==> config.mk <==
export PLATFORM = sky130hd
export DESIGN_NAME = mem_write_monitor
export DESIGN_NICKNAME = d
export VERILOG_FILES = /design/src/rtl/mem_write_monitor.sv
export SDC_FILE = /design/constraint.sdc
export NUM_CORES = 1
export LEC_CHECK = 0
export CAP_MARGIN = 20
export CORE_ASPECT_RATIO = 0.9
export CORE_MARGIN = 3
export CORE_UTILIZATION = 58
export CTS_CLUSTER_SIZE = 14
export DETAILED_ROUTE_END_ITERATION = 10
export GPL_TIMING_DRIVEN = 1
export PLACE_DENSITY_LB_ADDON = 0.25
export SYNTH_ARGS = -nofsm -noshare
export SYNTH_HDL_FRONTEND = slang
export SYNTH_SLANG_ARGS = --single-unit
==> constraint.sdc <==
create_clock -name clk -period 8.35 [get_ports clk]
set_clock_uncertainty 0.1 [all_clocks]
set_input_delay 2.505 -clock clk [delete_from_list [all_inputs] [get_ports clk]]
set_output_delay 2.505 -clock clk [all_outputs]
set_load 0.05 [all_outputs]
==> src/rtl/mem_write_monitor.sv <==
// Store monitor on the data-memory write port: judges pass/fail/timeout and logs accepted stores.
// Latency: verdict flags change on the edge that samples the deciding store; log head visible one cycle after push.
// Backpressure: none toward the processor; a store arriving at a full log without a pop is dropped and flagged sticky.

// Generic first-word-fall-through FIFO used for the store log.
// Latency: a pushed word is visible at the head one cycle after the push edge.
// Backpressure: wr_rdy drops when full unless the head is popped on the same edge.
module fifo #(
    parameter int WIDTH = 64,
    parameter int DEPTH = 8
) (
    input  logic             clk,
    input  logic             rst,
    input  logic             wr_vld,
    input  logic [WIDTH-1:0] wr_dat,
    output logic             wr_rdy,
    output logic             rd_vld,
    input  logic             rd_rdy,
    output logic [WIDTH-1:0] rd_dat
);
    localparam int AW = $clog2(DEPTH);
    localparam int CW = $clog2(DEPTH) + 1;
    localparam logic [CW-1:0] FULL_CNT = CW'(DEPTH);

    logic [WIDTH-1:0] mem [DEPTH];
    logic [AW-1:0]    wr_ptr;
    logic [AW-1:0]    rd_ptr;
    logic [CW-1:0]    count;
    logic             do_push;
    logic             do_pop;

    // A pop on an empty FIFO is meaningless, so it is only honoured with data present.
    // A full FIFO still accepts a push when the head leaves on the same edge.
    assign rd_vld  = (count != '0);
    assign do_pop  = rd_vld && rd_rdy;
    assign wr_rdy  = (count != FULL_CNT) || do_pop;
    assign do_push = wr_vld && wr_rdy;

    // Head is forced to zero while empty so stale entries never leak out after reset.
    assign rd_dat  = rd_vld ? mem[rd_ptr] : '0;

    // Pointers wrap naturally at the power-of-two depth; occupancy tells full from empty.
    always_ff @(posedge clk or posedge rst) begin
        if (rst) begin
            wr_ptr <= '0;
            rd_ptr <= '0;
            count  <= '0;
        end else begin
            if (do_push) begin
                wr_ptr <= wr_ptr + AW'(1);
            end
            if (do_pop) begin
                rd_ptr <= rd_ptr + AW'(1);
            end
            count <= count + CW'(do_push) - CW'(do_pop);
        end
    end

    // Storage array; no reset needed because the head is masked while empty.
    always_ff @(posedge clk) begin
        if (do_push) begin
            mem[wr_ptr] <= wr_dat;
        end
    end
endmodule

module mem_write_monitor #(
    parameter logic [31:0] PASS_ADDR      = 32'd84,
    parameter logic [31:0] PASS_DATA      = 32'd7,
    parameter logic [31:0] SCRATCH_ADDR   = 32'd80,
    parameter int          TIMEOUT_CYCLES = 1000,
    parameter int          LOG_DEPTH      = 8
) (
    input  logic        clk,
    input  logic        reset,
    input  logic        memwrite,
    input  logic [31:0] dataadr,
    input  logic [31:0] writedata,
    input  logic        log_rd,
    output logic        done,
    output logic        pass,
    output logic        fail,
    output logic        timeout,
    output logic [15:0] store_count,
    output logic [31:0] cycle_count,
    output logic        log_valid,
    output logic [31:0] log_addr,
    output logic [31:0] log_data,
    output logic        log_overflow
);
    typedef enum logic [1:0] {
        ST_RUN     = 2'd0,
        ST_PASS    = 2'd1,
        ST_FAIL    = 2'd2,
        ST_TIMEOUT = 2'd3
    } state_t;

    // Last RUN cycle index before the run is declared timed out.
    localparam logic [31:0] LAST_RUN_CYCLE = 32'(TIMEOUT_CYCLES - 1);

    state_t      state_q;
    state_t      state_d;
    logic        accept;
    logic        log_push_rdy;
    logic [63:0] log_head;

    // Stores only matter while the run is live; terminal states ignore the bus.
    assign accept = memwrite && (state_q == ST_RUN);

    // State register.
    always_ff @(posedge clk or posedge reset) begin
        if (reset) begin
            state_q <= ST_RUN;
        end else begin
            state_q <= state_d;
        end
    end

    // Next-state: store checks outrank the timeout, so a scratch store on the
    // last cycle keeps the run alive. The timeout uses >= so that such a run
    // still times out on the following cycle rather than running forever.
    always_comb begin
        state_d = state_q;
        if (state_q == ST_RUN) begin
            if (accept && (dataadr == PASS_ADDR) && (writedata == PASS_DATA)) begin
                state_d = ST_PASS;
            end else if (accept && (dataadr != SCRATCH_ADDR)) begin
                state_d = ST_FAIL;
            end else if (!accept && (cycle_count >= LAST_RUN_CYCLE)) begin
                state_d = ST_TIMEOUT;
            end
        end
    end

    // Verdict flags come straight off the state register.
    assign pass    = (state_q == ST_PASS);
    assign fail    = (state_q == ST_FAIL);
    assign timeout = (state_q == ST_TIMEOUT);
    assign done    = pass || fail || timeout;

    // Run-cycle counter: counts every edge spent in RUN, including the exit edge.
    always_ff @(posedge clk or posedge reset) begin
        if (reset) begin
            cycle_count <= '0;
        end else if (state_q == ST_RUN) begin
            cycle_count <= cycle_count + 32'd1;
        end
    end

    // Accepted-store counter, saturating so a long run never wraps to a small value.
    always_ff @(posedge clk or posedge reset) begin
        if (reset) begin
            store_count <= '0;
        end else if (accept && (store_count != 16'hFFFF)) begin
            store_count <= store_count + 16'd1;
        end
    end

    // Sticky overflow: a store that the full log could not take is remembered until reset.
    always_ff @(posedge clk or posedge reset) begin
        if (reset) begin
            log_overflow <= 1'b0;
        end else if (accept && !log_push_rdy) begin
            log_overflow <= 1'b1;
        end
    end

    fifo #(
        .WIDTH (64),
        .DEPTH (LOG_DEPTH)
    ) u_log (
        .clk    (clk),
        .rst    (reset),
        .wr_vld (accept),
        .wr_dat ({dataadr, writedata}),
        .wr_rdy (log_push_rdy),
        .rd_vld (log_valid),
        .rd_rdy (log_rd),
        .rd_dat (log_head)
    );

    assign log_addr = log_head[63:32];
    assign log_data = log_head[31:0];
endmodule

==> results of run 1 <==
[logic make-up after synthesis]
family,Yosys count,share of synthesized area (%)
flip-flops,573,75.0
multiplexers,196,15.8
buffers and inverters,62,1.17
AND/OR/NAND/NOR,203,4.91
adder cells (fa/ha/maj),11,0.644
AO/OA/AOI/OAI,13,0.516
XOR/XNOR,50,1.94
[worst max path at each step]
| stage | start | to | slack, ns |
|---|---|---|---|
| floorplan | log_rd | u_log.mem[1][0] | 0.29 |
| global placement | u_log.rd_ptr[0] | log_data[8] | 2.47 |
| detailed placement | u_log.rd_ptr[0] | log_data[7] | 2.45 |
| CTS | u_log.rd_ptr[0] | log_data[8] | 1.82 |
| global route | u_log.rd_ptr[0] | log_data[8] | 1.67 |
| finish | u_log.rd_ptr[0] | log_data[8] | 1.93 |
[worst max-delay path, cell delays in order (launching register included)]
cell             delay, ns
dfrtp_4               0.98
buf_4                 0.63
mux4_2                0.59
mux2i_1               0.15
nor2_1                0.09
clkdlybuf4s50_1       0.75
[metrics by stage]
step	total power, W	utilization (%)	area (µm²)	hold WS [ns]	std cells
5_1_grt	0.00906	71.2	26900	0.408	1887
6_report	0.00871	71.2	26900	0.386	1888
2_1_floorplan	0.00549	-	22500	0.380	1108
3_3_place_gp	0.00638	66.4	25100	0.356	1784
3_5_place_dp	0.00641	66.5	25100	0.379	1785
4_1_cts	0.00881	71.1	26900	0.397	1885
[sequential cells by signal (all words and copies together) (netlist names)]
| signal | cells |
|---|---|
| u_log.mem | 512 |
| cycle_count | 32 |
| store_count | 16 |
| u_log.count | 4 |
| u_log.rd_ptr | 3 |
| u_log.wr_ptr | 3 |
| state_q | 2 |
| log_overflow | 1 |
[routing by layer]
layer  track usage [%]  part of all wire, %  vias to the layer above  routed length (µm)
met5                 0                0.017                        -                   8
met4              6.07                  1.9                        2                 866
met3              5.06                  7.8                       69                3640
met2              36.6                   49                      445               22800
met1              34.0                   42                     5893               19400
li1                  -                    -                     4916                   -
[power groups by stage]
stage,combinational (W),sequential [W],clock (W)
floorplan,0.00226,0.00323,0
global placement,0.00296,0.00342,0
detailed placement,0.00298,0.00343,0
CTS,0.00300,0.00337,0.00244
global route,0.00312,0.00338,0.00256
finish,0.00295,0.00336,0.00240
[final cells by class]
class	instances	area [µm²]	area share [%]
Clock buffer	75	1500	5.58
Sequential cell	573	16900	62.8
Clock inverter	25	251	0.934
Multi-Input combinational cell	473	5430	20.2
Antenna cell	2	5.00	0.0186
Inverter	18	67.6	0.251
Tap cell	517	647	2.40
Timing Repair Buffer	205	2100	7.79
[cell usage after synthesis (6+ instances only)]
cell type  number
edfxtp_1      512
mux4_2        128
nor2_1         85
mux2i_1        64
dfrtp_1        61
xnor2_1        30
nand2_1        20
xor2_1         20
buf_2          18
clkbuf_1       18
nand3_1        18
inv_1          17
nor4_1         15
ha_1           10
nand4_1        10
nor3_1          7
and2_1          6
and4_1          6
buf_1           6
[cells in the final DEF, fill, tap and decap left out, types with 4 or more instances in the layout]
cell type,n
xnor2_1,30
mux4_2,128
and2_1,5
nand4_1,10
xor2_1,20
nor2_1,79
and3_1,5
clkdlybuf4s50_1,185
nor4_1,15
ha_1,10
mux2i_1,64
edfxtp_1,512
buf_4,13
nor2_4,7
nand2_1,20
clkinv_1,5
inv_1,16
clkbuf_1,16
nand2b_1,5
buf_12,6
clkinv_2,11
nand3_1,18
bufinv_16,4
nor3_2,4
nor3_1,5
clkbuf_16,56
dfrtp_1,58
and4_1,6
==> results by group, run 1 <==
Logic synthesis
  – Sequential area share after synthesis: 75.0%
  – Avg Cell Area, Syn: 20.3 µm²
  – YS warnings: 0
  – Synthesized area: 22500 µm²
  – Synth area leaders: edfxtp_1 68%, mux4_2 13%, dfrtp_1 6.8%
  – Share of the synthesized area in the top cell type: 68.2%
  – Largest area contributor in the netlist: edfxtp_1
  – Share of synthesized flip-flops with an asynchronous set or reset: 10.6%
  – Number of synthesized flops with an enable pin: 512
  – Syn Inst Count: 1108
  – Cell variety after synth: 54
  – Synth Register Bits: 573
  – Top FF cell, synth: edfxtp_1
  – Mapped Nets: 1187

Hold path
  – Launch point of the worst hold path: log_overflow
  – Worst hold path cell count: 1
  – Hold Path Sink: log_overflow
  – Hold WC Path Type: register to register

CTS
  – # hold bufs at CTS: 0
  – CTS buffer count: 56
  – CTS Sinks: 573
  – H-tree depth: 2
  – Clock root cell: clkbuf_16
  – Worst-path clk slew: 0.06 ns
  – Maximum root-to-sink buffer count: 3
  – Post-CTS Setup Repair Bufs: 0
  – CTS tree: done
  – Worst skew pair latency: 0.57 ns
  – Post_cts resized: 0

Drt
  – Initial DRT Pass Iterations: 5
  – Routed wire length: 46700 µm
  – Via density: 6.00
  – Drt wl/cell: 24.7 µm
  – Vias post-DR: 11300
  – Antenna viol nets, final: 0
  – DRC Markers: 0
  – Starting DRT DRC Count: 1012

STA
  – Setup slack after layout: 1.93 ns
  – Slew @ Worst Pin: 1.07 ns
  – Min cycle time layout: 6.42 ns
  – Final Setup Violations: 0
  – Slew margin rel.: 28.3%
  – Fin. max-slew vios: 0
  – Fmax: 156 MHz
  – RSZ-0062 raised after global routing: false
  – TNS Setup: 0 ns
  – Hold Fails Final Rpt: 0
  – Final period utilization: 76.9%

Worst setup path
  – Data arrival, critical path: 3.81 ns
  – R2R cell count: 6
  – CP max FO: 41
  – Crit end category: primary output
  – Setup CP Type: register to primary output
  – Worst EP required: 5.75 ns
  – Worst Setup Start Kind: register
  – FF-to-FF Start: state_q[1]
  – R2R setup slack: 4.86 ns
  – Worst reg2reg endpoint: u_log.mem[3][50]

Power and ir drop
  – Max VDD drop: 228 µV
  – Sequential share of power: 38.6%
  – Clk pwr share: 27.5%
  – Internal power: 0.00576 W
  – Switch Pwr: 0.00295 W
  – Pwr/cell area: 324 nW/µm²
  – P_leak: 9.11 nW
  – Logic pwr share: 33.9%
  – Switching Share: 33.9%

GRT
  – Overflow after GRT: 0
  – Vias in the first global route: 11800
  – Initial antenna violation count: 2
  – Largest net degree at the start of global routing: 71
  – All-Layer GR Usage: 23.3%
  – First-pass GRT wire length: 71600 µm

Outcome
  – Status: finished clean

Finish
  – Fin nets: 1406
  – Layout cells sized above 1: 19.1%
  – Fillers: 2251
  – Syn-to-layout area delta: 19.4%

Floorplanning
  – Core area: 37800 µm²
  – Die Span X: 214 µm
  – Die Ht: 193 µm
  – FP Rows: 67
  – IO Count: 186
  – Die ar.: 41300 µm²
  – Starting Density: 59.6%

Placed design
  – Dpl hpwl: 26300 µm
  – Setup WS pre-CTS: 2.45 ns
  – Port buffer count: 185
  – Placer Congestion: 0.748

Flow run
  – Max cap viols: 0
Note: power is estimated with default switching activity, not from simulation.
==> run 2, diff against run 1 <==
CORE_UTILIZATION = 52   (was 58)
clock period = 5.75 ns   (was 8.35 ns; I/O delays follow)
==> run 2 against run 1 <==
Effect of this change:
- via count down 1.7%
- sequential share of layout area is 0.58 points lower
- sequential cell count is the same
- clock power increased by 50%
==> results by group, run 2 (synthesis gave the netlist of run 1 again) <==
CTS
  – Post_cts resized: 0 (unchanged)
  – CTS Sinks: 573 (unchanged)
  – Post-CTS Setup Repair Bufs: 0 (unchanged)
  – # hold bufs at CTS: 0 (unchanged)
  – Maximum root-to-sink buffer count: 3 (unchanged)
  – Worst skew pair latency: 0.59 ns (was 0.57 ns)
  – H-tree depth: 2 (unchanged)
  – Clock root cell: clkbuf_16 (unchanged)
  – CTS tree: done (unchanged)
  – Worst-path clk slew: 0.06 ns (about the same)
  – CTS buffer count: 56 (unchanged)

STA
  – Min cycle time layout: 5.16 ns
  – TNS Setup: 0 ns (unchanged)
  – Final Setup Violations: 0 (unchanged)
  – Fin. max-slew vios: 0 (unchanged)
  – Slew margin rel.: 42.2% (was 28.3%)
  – Slew @ Worst Pin: 0.866 ns (was 1.07 ns)
  – Fmax: 194 MHz
  – Final period utilization: 89.8%
  – Setup slack after layout: 0.587 ns (was 1.93 ns)
  – Hold Fails Final Rpt: 0 (unchanged)
  – RSZ-0062 raised after global routing: false (unchanged)

Worst setup path
  – CP max FO: 34 (was 41)
  – Worst Setup Start Kind: register (unchanged)
  – CP Cell Sequence: buf_12 -> mux4_2 -> mux2i_1 -> nor2_1 -> clkdlybuf4s50_1 (was buf_4 -> mux4_2 -> mux2i_1 -> nor2_1 -> clkdlybuf4s50_1)
  – CP top delay family: buffers and inverters (unchanged)
  – R2R setup slack: 2.72 ns (was 4.86 ns)
  – Slowest CP cell: dfrtp_4 (unchanged)
  – CP peak stage delay: 0.74 ns (was 0.98 ns)
  – Setup CP Type: register to primary output (unchanged)
  – Crit end category: primary output (unchanged)
  – Worst reg2reg endpoint: u_log.count[2] (was u_log.mem[3][50])
  – WP buf/inv: 2 (unchanged)
  – FF-to-FF Start: u_log.count[1] (was state_q[1])
  – Data arrival, critical path: 3.34 ns (was 3.81 ns)
  – R2R cell count: 10 (was 6)
  – Worst EP required: 3.92 ns (was 5.75 ns)

Floorplanning
  – Core area: 42300 µm² (was 37800 µm²)
  – IO Count: 186 (unchanged)
  – Die Span X: 225 µm (was 214 µm)
  – Die ar.: 45900 µm² (was 41300 µm²)
  – Die Ht: 204 µm (was 193 µm)
  – Starting Density: 53.3% (was 59.6%)
  – FP Rows: 71 (was 67)

Finish
  – Syn-to-layout area delta: 20.5% (was 19.4%)
  – Max reg flops: 512 (unchanged)
  – Fin nets: 1416 (was 1406)
  – Most frequent cells in the layout: 512 x edfxtp_1, 185 x clkdlybuf4s50_1, 128 x mux4_2 (unchanged)
  – Most flops, register: u_log.mem (unchanged)
  – Largest regs: u_log.mem (512), cycle_count (32), store_count (16) (unchanged)
  – Most common cell after layout, fill and taps aside: edfxtp_1 (unchanged)
  – Layout cells sized above 1: 19.6% (was 19.1%)
  – Finished Cell Area: 27200 µm² (was 26900 µm²)

GRT
  – Initial antenna violation count: 3 (was 2)
  – First-pass GRT wire length: 71300 µm (was 71600 µm)
  – Overflow after GRT: 0 (unchanged)
  – Largest net degree at the start of global routing: 65 (was 71)
  – All-Layer GR Usage: 20.8% (was 23.3%)
  – Vias in the first global route: 11800 (about the same)

Drt
  – Drt wl/cell: 23.8 µm (was 24.7 µm)
  – Initial DRT Pass Iterations: 4 (was 5)
  – Starting DRT DRC Count: 925 (was 1012)
  – Vias post-DR: 11100 (was 11300)
  – Routed wire length: 46100 µm (was 46700 µm)
  – Antenna viol nets, final: 0 (unchanged)
  – DRC Markers: 0 (unchanged)
  – Via density: 5.76 (was 6.00)

Power and ir drop
  – Pwr/cell area: 473 nW/µm² (was 324 nW/µm²)
  – P_leak: 9.20 nW (was 9.11 nW)
  – Max VDD drop: 302 µV (was 228 µV)

Flow run
  – Max cap viols: 0 (unchanged)

Hold path
  – Hold WC Path Type: register to register (unchanged)
  – Hold Path Sink: log_overflow (unchanged)
  – Worst hold path cell count: 1 (unchanged)
  – Launch point of the worst hold path: log_overflow (unchanged)

Placed design
  – Placer Congestion: 0.743 (was 0.748)
  – DP Area: 25300 µm² (was 25100 µm²)
  – Port buffer count: 185 (unchanged)
  – Dpl hpwl: 26800 µm (was 26300 µm)
  – Setup WS pre-CTS: 1.07 ns (was 2.45 ns)

Outcome
  – Status: finished clean (unchanged)
==> run 2: cell types whose count changed in the layout (fill, tap and decap cells not counted), sizes merged <==
cell      delta
bufinv       +2
clkbuf       -4
clkinvlp     -1
clkinv       +9
inv          -1
buf         +10
==> run 2: worst reg2reg max path: stages (launching register included) <==
cell	delay, ns
dfrtp_1	0.43
nor2_1	0.24
and2_4	0.73
inv_2	0.07
and2_1	0.26
ha_1	0.31
inv_1	0.05
ha_1	0.16
inv_1	0.06
fa_1	0.38
xnor2_1	0.14
==> run 2: area by class of cell <==
class	instances	area, µm²
Antenna cell	2	5.00
Clock inverter	34	313
Fill cell	2898	15100
Clock buffer	71	1510
Sequential cell	573	16900
Inverter	18	67.6
Multi-Input combinational cell	473	5440
Tap cell	547	684
Timing Repair Buffer	215	2230
==> run 2: worst max-delay path by stage <==
stage,slack [ns],depth (start not counted),to,start
after floorplan,0.18,4,u_log.mem[7][0],log_rd
after global placement,1.08,5,log_addr[2],u_log.rd_ptr[0]
after detailed placement,1.07,5,log_addr[2],u_log.rd_ptr[0]
after CTS,0.43,5,log_addr[2],u_log.rd_ptr[0]
after global routing,0.39,5,log_addr[2],u_log.rd_ptr[0]
final,0.59,5,log_addr[2],u_log.rd_ptr[0]
==> run 2: per-stage QoR <==
step / power, W / utilization, % / hold WS (ns) / std cells
global placement: 0.00937 / 59.9 / 0.352 / 1826
detailed placement: 0.00939 / 59.9 / 0.380 / 1826
finish: 0.0128 / 64.2 / 0.391 / 1933
floorplan: 0.00798 / - / 0.380 / 1108
CTS: 0.0130 / 64.2 / 0.400 / 1931
global route: 0.0134 / 64.2 / 0.412 / 1932
==> run 2: routing by layer <==
layer	vias to the layer above	part of all wire [%]	global-route usage (%)	wire length [µm]
li1	4935	-	-	-
met1	5806	43	29.4	19900
met2	319	49	33.2	22400
met3	65	6.5	5.01	2980
met4	2	1.9	5.51	881
met5	-	0.028	0	13
==> run 2: where the power goes <==
part,total [W],internal [W],switching [W]
logic,0.00445,0.00184,0.00261
registers,0.00478,0.00457,0.000212
clock network,0.00361,0.00212,0.00149
